==> src/rtl/prog_mem_pkg.sv <==
// rtl/prog_mem_pkg.sv - shared widths and FSM encoding for the program-memory responder
package prog_mem_pkg;

    localparam int WORD_W = 6;
    localparam int ADDR_W = 6;

    typedef enum logic [2:0] {
        LEN  = 3'd0,
        DATA = 3'd1,
        CHK  = 3'd2,
        RUN  = 3'd3,
        ERR  = 3'd4
    } state_e;

endpackage

==> src/rtl/prog_mem_if.sv <==
// rtl/prog_mem_if.sv - TinyTapeout-style pin frame between CPU tile and program memory
interface prog_mem_if;

    // io_in[1:0] carry clk/reset and are wired as plain ports on the responder
    logic [7:2] io_in;
    logic [7:0] io_out;

    modport master (
        output io_in,
        input  io_out
    );

    modport slave (
        input  io_in,
        output io_out
    );

endinterface

==> src/rtl/prog_mem_array.sv <==
// rtl/prog_mem_array.sv - DEPTH x WORD_W flop array, sync write/clear, combinational read
module prog_mem_array
    import prog_mem_pkg::*;
#(
    parameter int DEPTH = 16
) (
    input  logic              clk,
    input  logic              clr,
    input  logic              we,
    input  logic [ADDR_W-1:0] waddr,
    input  logic [WORD_W-1:0] wdata,
    input  logic [ADDR_W-1:0] raddr,
    output logic [WORD_W-1:0] rdata
);

    localparam int IDX_W = (DEPTH > 1) ? $clog2(DEPTH) : 1;
    localparam logic [ADDR_W:0] DEPTH_V = (ADDR_W + 1)'(DEPTH);

    logic [WORD_W-1:0] mem [DEPTH];

    logic raddr_ok;
    logic waddr_ok;

    assign raddr_ok = {1'b0, raddr} < DEPTH_V;
    assign waddr_ok = {1'b0, waddr} < DEPTH_V;

    always_ff @(posedge clk) begin
        if (clr) begin
            for (int i = 0; i < DEPTH; i++) begin
                mem[i] <= '0;
            end
        end else if (we && waddr_ok) begin
            mem[waddr[IDX_W-1:0]] <= wdata;
        end
    end

    always_comb begin
        rdata = '0;
        if (raddr_ok) begin
            rdata = mem[raddr[IDX_W-1:0]];
        end
    end

endmodule

==> src/rtl/prog_mem_responder.sv <==
// rtl/prog_mem_responder.sv - loads a serial program image, then serves zero-latency reads
module prog_mem_responder
    import prog_mem_pkg::*;
#(
    parameter int DEPTH = 16
) (
    input  logic       clk,
    input  logic       reset,
    prog_mem_if.slave  bus
);

    localparam logic [2:0] S_LEN  = LEN;
    localparam logic [2:0] S_DATA = DATA;
    localparam logic [2:0] S_CHK  = CHK;
    localparam logic [2:0] S_RUN  = RUN;
    localparam logic [2:0] S_ERR  = ERR;

    localparam logic [ADDR_W:0] DEPTH_V = (ADDR_W + 1)'(DEPTH);

    logic [2:0]        state;
    logic [WORD_W-1:0] n_len;
    logic [ADDR_W-1:0] cnt;
    logic [WORD_W-1:0] chk;
    logic [WORD_W-1:0] word;
    logic [WORD_W-1:0] rdata;
    logic              we;

    assign word = bus.io_in[7:2];

    // Words past DEPTH are still counted and checksummed, just not stored
    assign we = (state == S_DATA) && ({1'b0, cnt} < DEPTH_V);

    always_ff @(posedge clk) begin
        if (reset) begin
            state <= S_LEN;
            n_len <= '0;
            cnt   <= '0;
            chk   <= '0;
        end else begin
            case (state)
                S_LEN: begin
                    n_len <= word;
                    chk   <= word;
                    cnt   <= '0;
                    state <= (word == '0) ? S_CHK : S_DATA;
                end
                S_DATA: begin
                    chk <= chk ^ word;
                    cnt <= cnt + 1'b1;
                    if (cnt == n_len - 1'b1) begin
                        state <= S_CHK;
                    end
                end
                S_CHK: begin
                    state <= (word == chk) ? S_RUN : S_ERR;
                end
                S_RUN, S_ERR: begin
                    state <= state;
                end
                default: begin
                    state <= S_LEN;
                end
            endcase
        end
    end

    prog_mem_array #(
        .DEPTH (DEPTH)
    ) u_array (
        .clk   (clk),
        .clr   (reset),
        .we    (we),
        .waddr (cnt),
        .wdata (word),
        .raddr (word),
        .rdata (rdata)
    );

    // Flags come straight from the state register so they never glitch
    always_comb begin
        bus.io_out = 8'h00;
        case (state)
            S_RUN:   bus.io_out = {1'b0, 1'b1, rdata};
            S_ERR:   bus.io_out = 8'h80;
            default: bus.io_out = 8'h00;
        endcase
    end

endmodule

==> src/flat_wrapper.sv <==
// flat-port wrapper written by rule: the top's interface ports become plain ports
module prog_mem_responder_flat import prog_mem_pkg::*;
#(
    parameter int DEPTH = 16
)
  (clk, reset, bus_io_in, bus_io_out);
  prog_mem_if bus_i ();
  input  logic clk;
  input  logic reset;
  input wire logic [$bits(bus_i.io_in)-1:0] bus_io_in;
  output wire logic [$bits(bus_i.io_out)-1:0] bus_io_out;
  assign bus_i.io_in = bus_io_in;
  assign bus_io_out = bus_i.io_out;
  prog_mem_responder #(.DEPTH(DEPTH)) u_core (.clk(clk), .reset(reset), .bus(bus_i));
endmodule
==> config.mk <==
export PLATFORM = sky130hd
export DESIGN_NAME = prog_mem_responder_flat
export DESIGN_NICKNAME = d
export VERILOG_FILES = /design/src/rtl/prog_mem_pkg.sv /design/src/rtl/prog_mem_if.sv /design/src/rtl/prog_mem_array.sv /design/src/rtl/prog_mem_responder.sv /design/src/flat_wrapper.sv
export SDC_FILE = /design/constraint.sdc
export NUM_CORES = 1
export LEC_CHECK = 0
export CAP_MARGIN = 30
export CORE_ASPECT_RATIO = 1.5
export CORE_MARGIN = 1.5
export CORE_UTILIZATION = 38
export CTS_CLUSTER_DIAMETER = 80
export DETAILED_ROUTE_END_ITERATION = 10
export PLACE_DENSITY = 0.58
export SYNTH_ARGS = -nofsm -noshare
export SYNTH_HDL_FRONTEND = slang
export SYNTH_SLANG_ARGS = --single-unit
export TNS_END_PERCENT = 20
==> constraint.sdc <==
create_clock -name clk -period 4.85 [get_ports clk]
set_clock_uncertainty 0.05 [all_clocks]
set_input_delay 1.455 -clock clk [delete_from_list [all_inputs] [get_ports clk]]
set_output_delay 1.455 -clock clk [all_outputs]
set_load 0.03 [all_outputs]
Word-level counts from Yosys, hierarchy flattened --
Memories as Yosys holds them, arrays and structs flattened. Index checks and enable logic that the tools add are counted.
Storage, ports and cells: flip-flop bits (word level) 21, memory bits (writable) 96, bits of input ports 8, output and inout bits 8, logic and storage cells 42, memories 1
Memories:
- u_core.u_array.mem | depth 16, bits a word 6, rd ports 1, clocked after Yosys merged registers in 0, wr ports 16, RTL line prog_mem_array.sv:19 | logic [WORD_W-1:0] mem [DEPTH];
Cells by class: add/subtract/negate cells 2, $lt $le $gt $ge 2, equality and inequality tests 7, multiplexer cells 16, bitwise logic cells 2, reductions and logical operators 8
Operator list (number):
- $pmux W6 S2 | 2
- $pmux W8 S2 | 1
- $eq A6 B6 Y1 | 2
- $lt A6 B5 Y1 const B | 2
- $mux W6 | 2
- $pmux W3 S4 | 1
- $add A6 B1 Y6 const B | 1
- $eq A3 B2 Y1 const B | 2
- $logic_not A6 Y1 | 1
- $mux W1 | 6
- $mux W3 | 2
- $reduce_or A6 Y1 | 1
- $sub A6 B1 Y6 const B | 1
- $xor A6 B6 Y6 | 1
- $mux W4 | 1
- $eq A3 B1 Y1 const B | 1
- $eq A3 B3 Y1 const B | 1
- $logic_not A3 Y1 | 1
- $logic_and A1 B1 Y1 | 2
- $mux W2 | 1
- $ne A2 B2 Y1 const B | 1
- $reduce_and A2 Y1 | 1
- $reduce_bool A2 Y1 | 1
- $reduce_or A2 Y1 | 1
- $not A1 Y1 | 1

Logic depth before layout (Yosys ltp) --
depth in word-level cells 8, depth in mapped cells 7, depth with buffers taken out 7

Hierarchy --
From an unflattened synthesis, not the netlist that was laid out.
Second synthesis, totals: cells, all modules 506, area, all modules 5859.4 µm²
By module, submodules not included:
- prog_mem_array | times used 1, cells each 354, area each 4635.7 µm², seq. area each 2882.8 µm²
- prog_mem_responder | times used 1, cells each 152, area each 1223.7 µm², seq. area each 420.4 µm²

Worst setup path before layout --
No wires, ideal clock.
path type in2out, from input port bus_io_in[2], to output port bus_io_out[0], arrival time 3.209 ns, required time 3.345 ns, slack 0.136 ns, stages 5, buffers on the path 3, cell sequence clkbuf_1 -> buf_1 -> clkbuf_1 -> a211oi_1 -> a211oi_1
Between the ends: word-level cells in the longest chain between the ends 3, elaborated cells between the ends (all ways) 4, those cells by class 1 x order compare; 2 x mux; 1 x memory
RTL lines:
- start, declared | RTL line flat_wrapper.sv:10 | input wire logic [$bits(bus_i.io_in)-1:0] bus_io_in;
- $mem_v2 Z16 W6 or $lt A6 B5 Y1 (tied branches)
- $mux W6 * | RTL line prog_mem_array.sv:39 | if (raddr_ok) begin
- $pmux W8 S2 * | RTL line prog_mem_responder.sv:82 | case (state)
- end, declared | RTL line flat_wrapper.sv:11 | output wire logic [$bits(bus_i.io_out)-1:0] bus_io_out;
Mark *: on every way between the ends. The rest lies on a longest branch, timed or not.

Final worst setup path --
from input port bus_io_in[2], to output port bus_io_out[3]
The elaborated chain is that of the path after synthesis.

==> metrics.yaml <==
synth:
  synth-warning-count: 0
  synth_area_leader_cell: "sky130_fd_sc_hd__edfxtp_1"
  synth_enable_flop_cells: 96
  yosys.area.top_type_share_pct: 49.5
  synth_area_leaders: "sky130_fd_sc_hd__edfxtp_1, sky130_fd_sc_hd__mux4_2, sky130_fd_sc_hd__and2_1, sky130_fd_sc_hd__dfxtp_1, sky130_fd_sc_hd__nor2_1"
  cells_after_synthesis: 453
  ys_seq_area_share_pct: 56.7
  mappedNetlistArea_um2: 5830
  synth_flop_type: "sky130_fd_sc_hd__edfxtp_1"
  post_synthesis_mean_instance_area_um2: 12.9
  synth_async_sr_flop_share_pct: 0
  ys_ff_latch: 117
  post_synth_num_cell_types: 46
  synth.net_count: 466
pwr:
  totalPowerFinal_uw: 3200
  leakage_uw: 0.00257
  power_per_cell_area_nw_per_um2: 461
  ir_worst_vdd_v: 0.000348
sta:
  final.hold.worst_slack_ps: 447
  tightest_slew_ps: 568
  final.min_clock_period_ps: 4750
  finalSetupTns_ps: 0
  max_slew_margin_pct: 62.0
  layout_worst_path_cycle_share_pct: 97.9
  finalSetupViolations: 0
  slew_violations: 0
  finalHoldViolations: 0
  clock.fmax_mhz: 211
  rsz0062_at_grt: "no"
setup_path:
  endpoint_class_of_the_critical_path: "output pin"
  path_max_fanout: 9
  critPathKind: "input pin to output pin"
  r2r.worst_path.cells: 6
  crit_path_start_kind: "input pin"
  r2r_setup_slk_ps: 2230
  rr_startpoint: "u_core.state[0]$_SDFFE_PP0P_"
  worst_ep_required_time_ps: 3350
  critical_path_arrival_ps: 3240
  worstReg2RegEnd: "u_core.u_array.mem[8][5]$_SDFFCE_PN0P_"
placed_design:
  gp_congestion: 0.817
  place.detailed.hpwl_um: 9790
  i_o_buffers: 15
  dpl-instance-area_um2: 6290
  dp_cells: 659
floorplanning:
  pin_count: 16
  core-area_um2: 15100
  die_y_um: 155
  die_area_um2: 16100
  die_w_um: 104
  rows: 55
  initial_utilization_pct: 38.7
cts:
  cts-root-buf: "sky130_fd_sc_hd__clkbuf_16"
  clk-insertion-delay-late_ps: 410
  cts-buffers-inserted: 17
  cts_tree: "built"
  numClockSinks: 117
  cts.reportedPaths.clkPinSlew_ps: 60
  postCtsSetupRepairBufs: 0
  h-tree-depth: 4
  cts-root-to-sink-buffers: 2
drt:
  dr_total_vias: 3580
  detailedRoute.firstIterationViolations: 226
  drt.antenna.violating_nets: 0
  drt-wirelength-per-cell_um: 19.7
  first_pass_iteration_count_of_the_detailed_router: 4
  avgViaCountPerCell: 5.18
  postRouteWirelength_um: 13600
  drcViolationCount: 0
flow_run:
  max_cap_viol_count: 0
layout:
  finalNetCount: 492
  instances_no_fill: 691
  antenna_cells_inserted: 0
  n_fill_cell: 1298
  summed_area_of_non_filler_cells_in_the_final_layout_um2: 6950
  layout-drive-gt1-share_pct: 23.6
  syn_to_final_growth_pct: 19.2
  layout.cells.most_common_list: "sky130_fd_sc_hd__and2_1, sky130_fd_sc_hd__edfxtp_1, sky130_fd_sc_hd__nor2_1"
hold_path:
  whs_path_depth: 2
  worst_hold_startpoint: "u_core.n_len[5]$_SDFFE_PP0P_"
  hold_path_class: "flop to flop"
  worst_hold_path.endpoint: "u_core.n_len[5]$_SDFFE_PP0P_"
global_route:
  grt_pass1_vias: 3641
  grt.overflow.total: 0
  grt_start_max_net_pins: 30
  global_route.usage.total_pct: 18.0
  antenna_found_initial: 0
  grt_first_pass_wirelength_um: 21100
status:
  run_status: "finished clean"
layout make-up:
type	instances	area, um2	share of cell area, %
sequential	117	3300	47.6
multi-input combinational	296	2370	34.1
clock buffer	17	425	6.13
timing repair buffer	40	367	5.28
tap	199	249	3.58
clock inverter	15	206	2.97
inverter	7	26.3	0.378
critical path: stages:
cell and delay [ps]:
sky130_fd_sc_hd__clkdlybuf4s50_1 450, sky130_fd_sc_hd__buf_4 180, sky130_fd_sc_hd__buf_4 200, sky130_fd_sc_hd__mux4_2 320
sky130_fd_sc_hd__mux2i_1 320, sky130_fd_sc_hd__a211oi_1 130, sky130_fd_sc_hd__buf_4 180
cells by family after synthesis:
kind of cell	count (synthesis)	synth area share, %
XOR/XNOR	15	2.26
AND/OR/NAND/NOR	199	20.2
AO/OA/AOI/OAI	38	4.17
buffers and inverters	40	2.86
adder cells (fa/ha/maj)	5	1.07
flip-flops	117	56.7
multiplexers	39	12.7
power by group:
part / internal (uW) / switching, uW
Clock: 862 / 463
Sequential: 1190 / 84.8
Combinational: 263 / 342
Total: 2310 / 890
state kept, by name (all words and copies together), names as in the netlist:
register,flops
u_core.chk,6
u_core.cnt,6
u_core.n_len,6
u_core.state,3
u_core.u_array.mem,96
metrics by stage:
stage               setup WS [ps]  utilization, %
finish                        104            46.1
global route                 58.8            46.1
CTS                        -0.405            46.1
detailed placement           -300            41.7
global placement             -307            41.7
floorplan                     136               -
synth_stat cells (3+ instances only):
master / number
sky130_fd_sc_hd__a211oi_1: 4
sky130_fd_sc_hd__a21oi_1: 10
sky130_fd_sc_hd__a22oi_1: 6
sky130_fd_sc_hd__a31oi_1: 3
sky130_fd_sc_hd__and2_1: 96
sky130_fd_sc_hd__buf_2: 4
sky130_fd_sc_hd__clkbuf_1: 25
sky130_fd_sc_hd__dfxtp_1: 21
sky130_fd_sc_hd__edfxtp_1: 96
sky130_fd_sc_hd__ha_1: 5
sky130_fd_sc_hd__inv_1: 7
sky130_fd_sc_hd__mux2i_1: 11
sky130_fd_sc_hd__mux4_2: 28
sky130_fd_sc_hd__nand2_1: 5
sky130_fd_sc_hd__nand2_2: 3
sky130_fd_sc_hd__nand3_1: 4
sky130_fd_sc_hd__nor2_1: 32
sky130_fd_sc_hd__nor2_2: 6
sky130_fd_sc_hd__nor2b_1: 7
sky130_fd_sc_hd__nor3_1: 7
sky130_fd_sc_hd__nor3_2: 3
sky130_fd_sc_hd__nor4_1: 4
sky130_fd_sc_hd__o21ai_0: 8
sky130_fd_sc_hd__or2_1: 12
sky130_fd_sc_hd__or2_2: 6
sky130_fd_sc_hd__or3_1: 3
sky130_fd_sc_hd__or4_1: 3
sky130_fd_sc_hd__xnor2_1: 7
sky130_fd_sc_hd__xor2_1: 8
how the worst max path moves through the flow:
stage | start | to | slack [ps] | cells after the start
2_1_floorplan | bus_io_in[2] | bus_io_out[0] | 140 | 5
3_3_place_gp | bus_io_in[1] | bus_io_out[4] | -310 | 6
3_5_place_dp | bus_io_in[1] | bus_io_out[2] | -300 | 6
4_1_cts | bus_io_in[1] | bus_io_out[5] | -0.4 | 6
5_1_grt | bus_io_in[0] | bus_io_out[3] | 60 | 9
6_report | bus_io_in[2] | bus_io_out[3] | 100 | 7
layer usage:
layer | track usage (%) | vias up | share of wire (%)
met5 | 0 | - | 0
met4 | 7.28 | 0 | 2.0
met3 | 3.03 | 14 | 3.8
met2 | 33.3 | 82 | 55
met1 | 20.3 | 1794 | 39
li1 | - | 1690 | -
repair_timing:
action	4_1_cts	5_1_grt
pin swaps	1	0
gates resized for setup	17	4
endpoints found under the setup margin	6	6
hold buffers	0	0
Power figures use the tool's default switching activity.
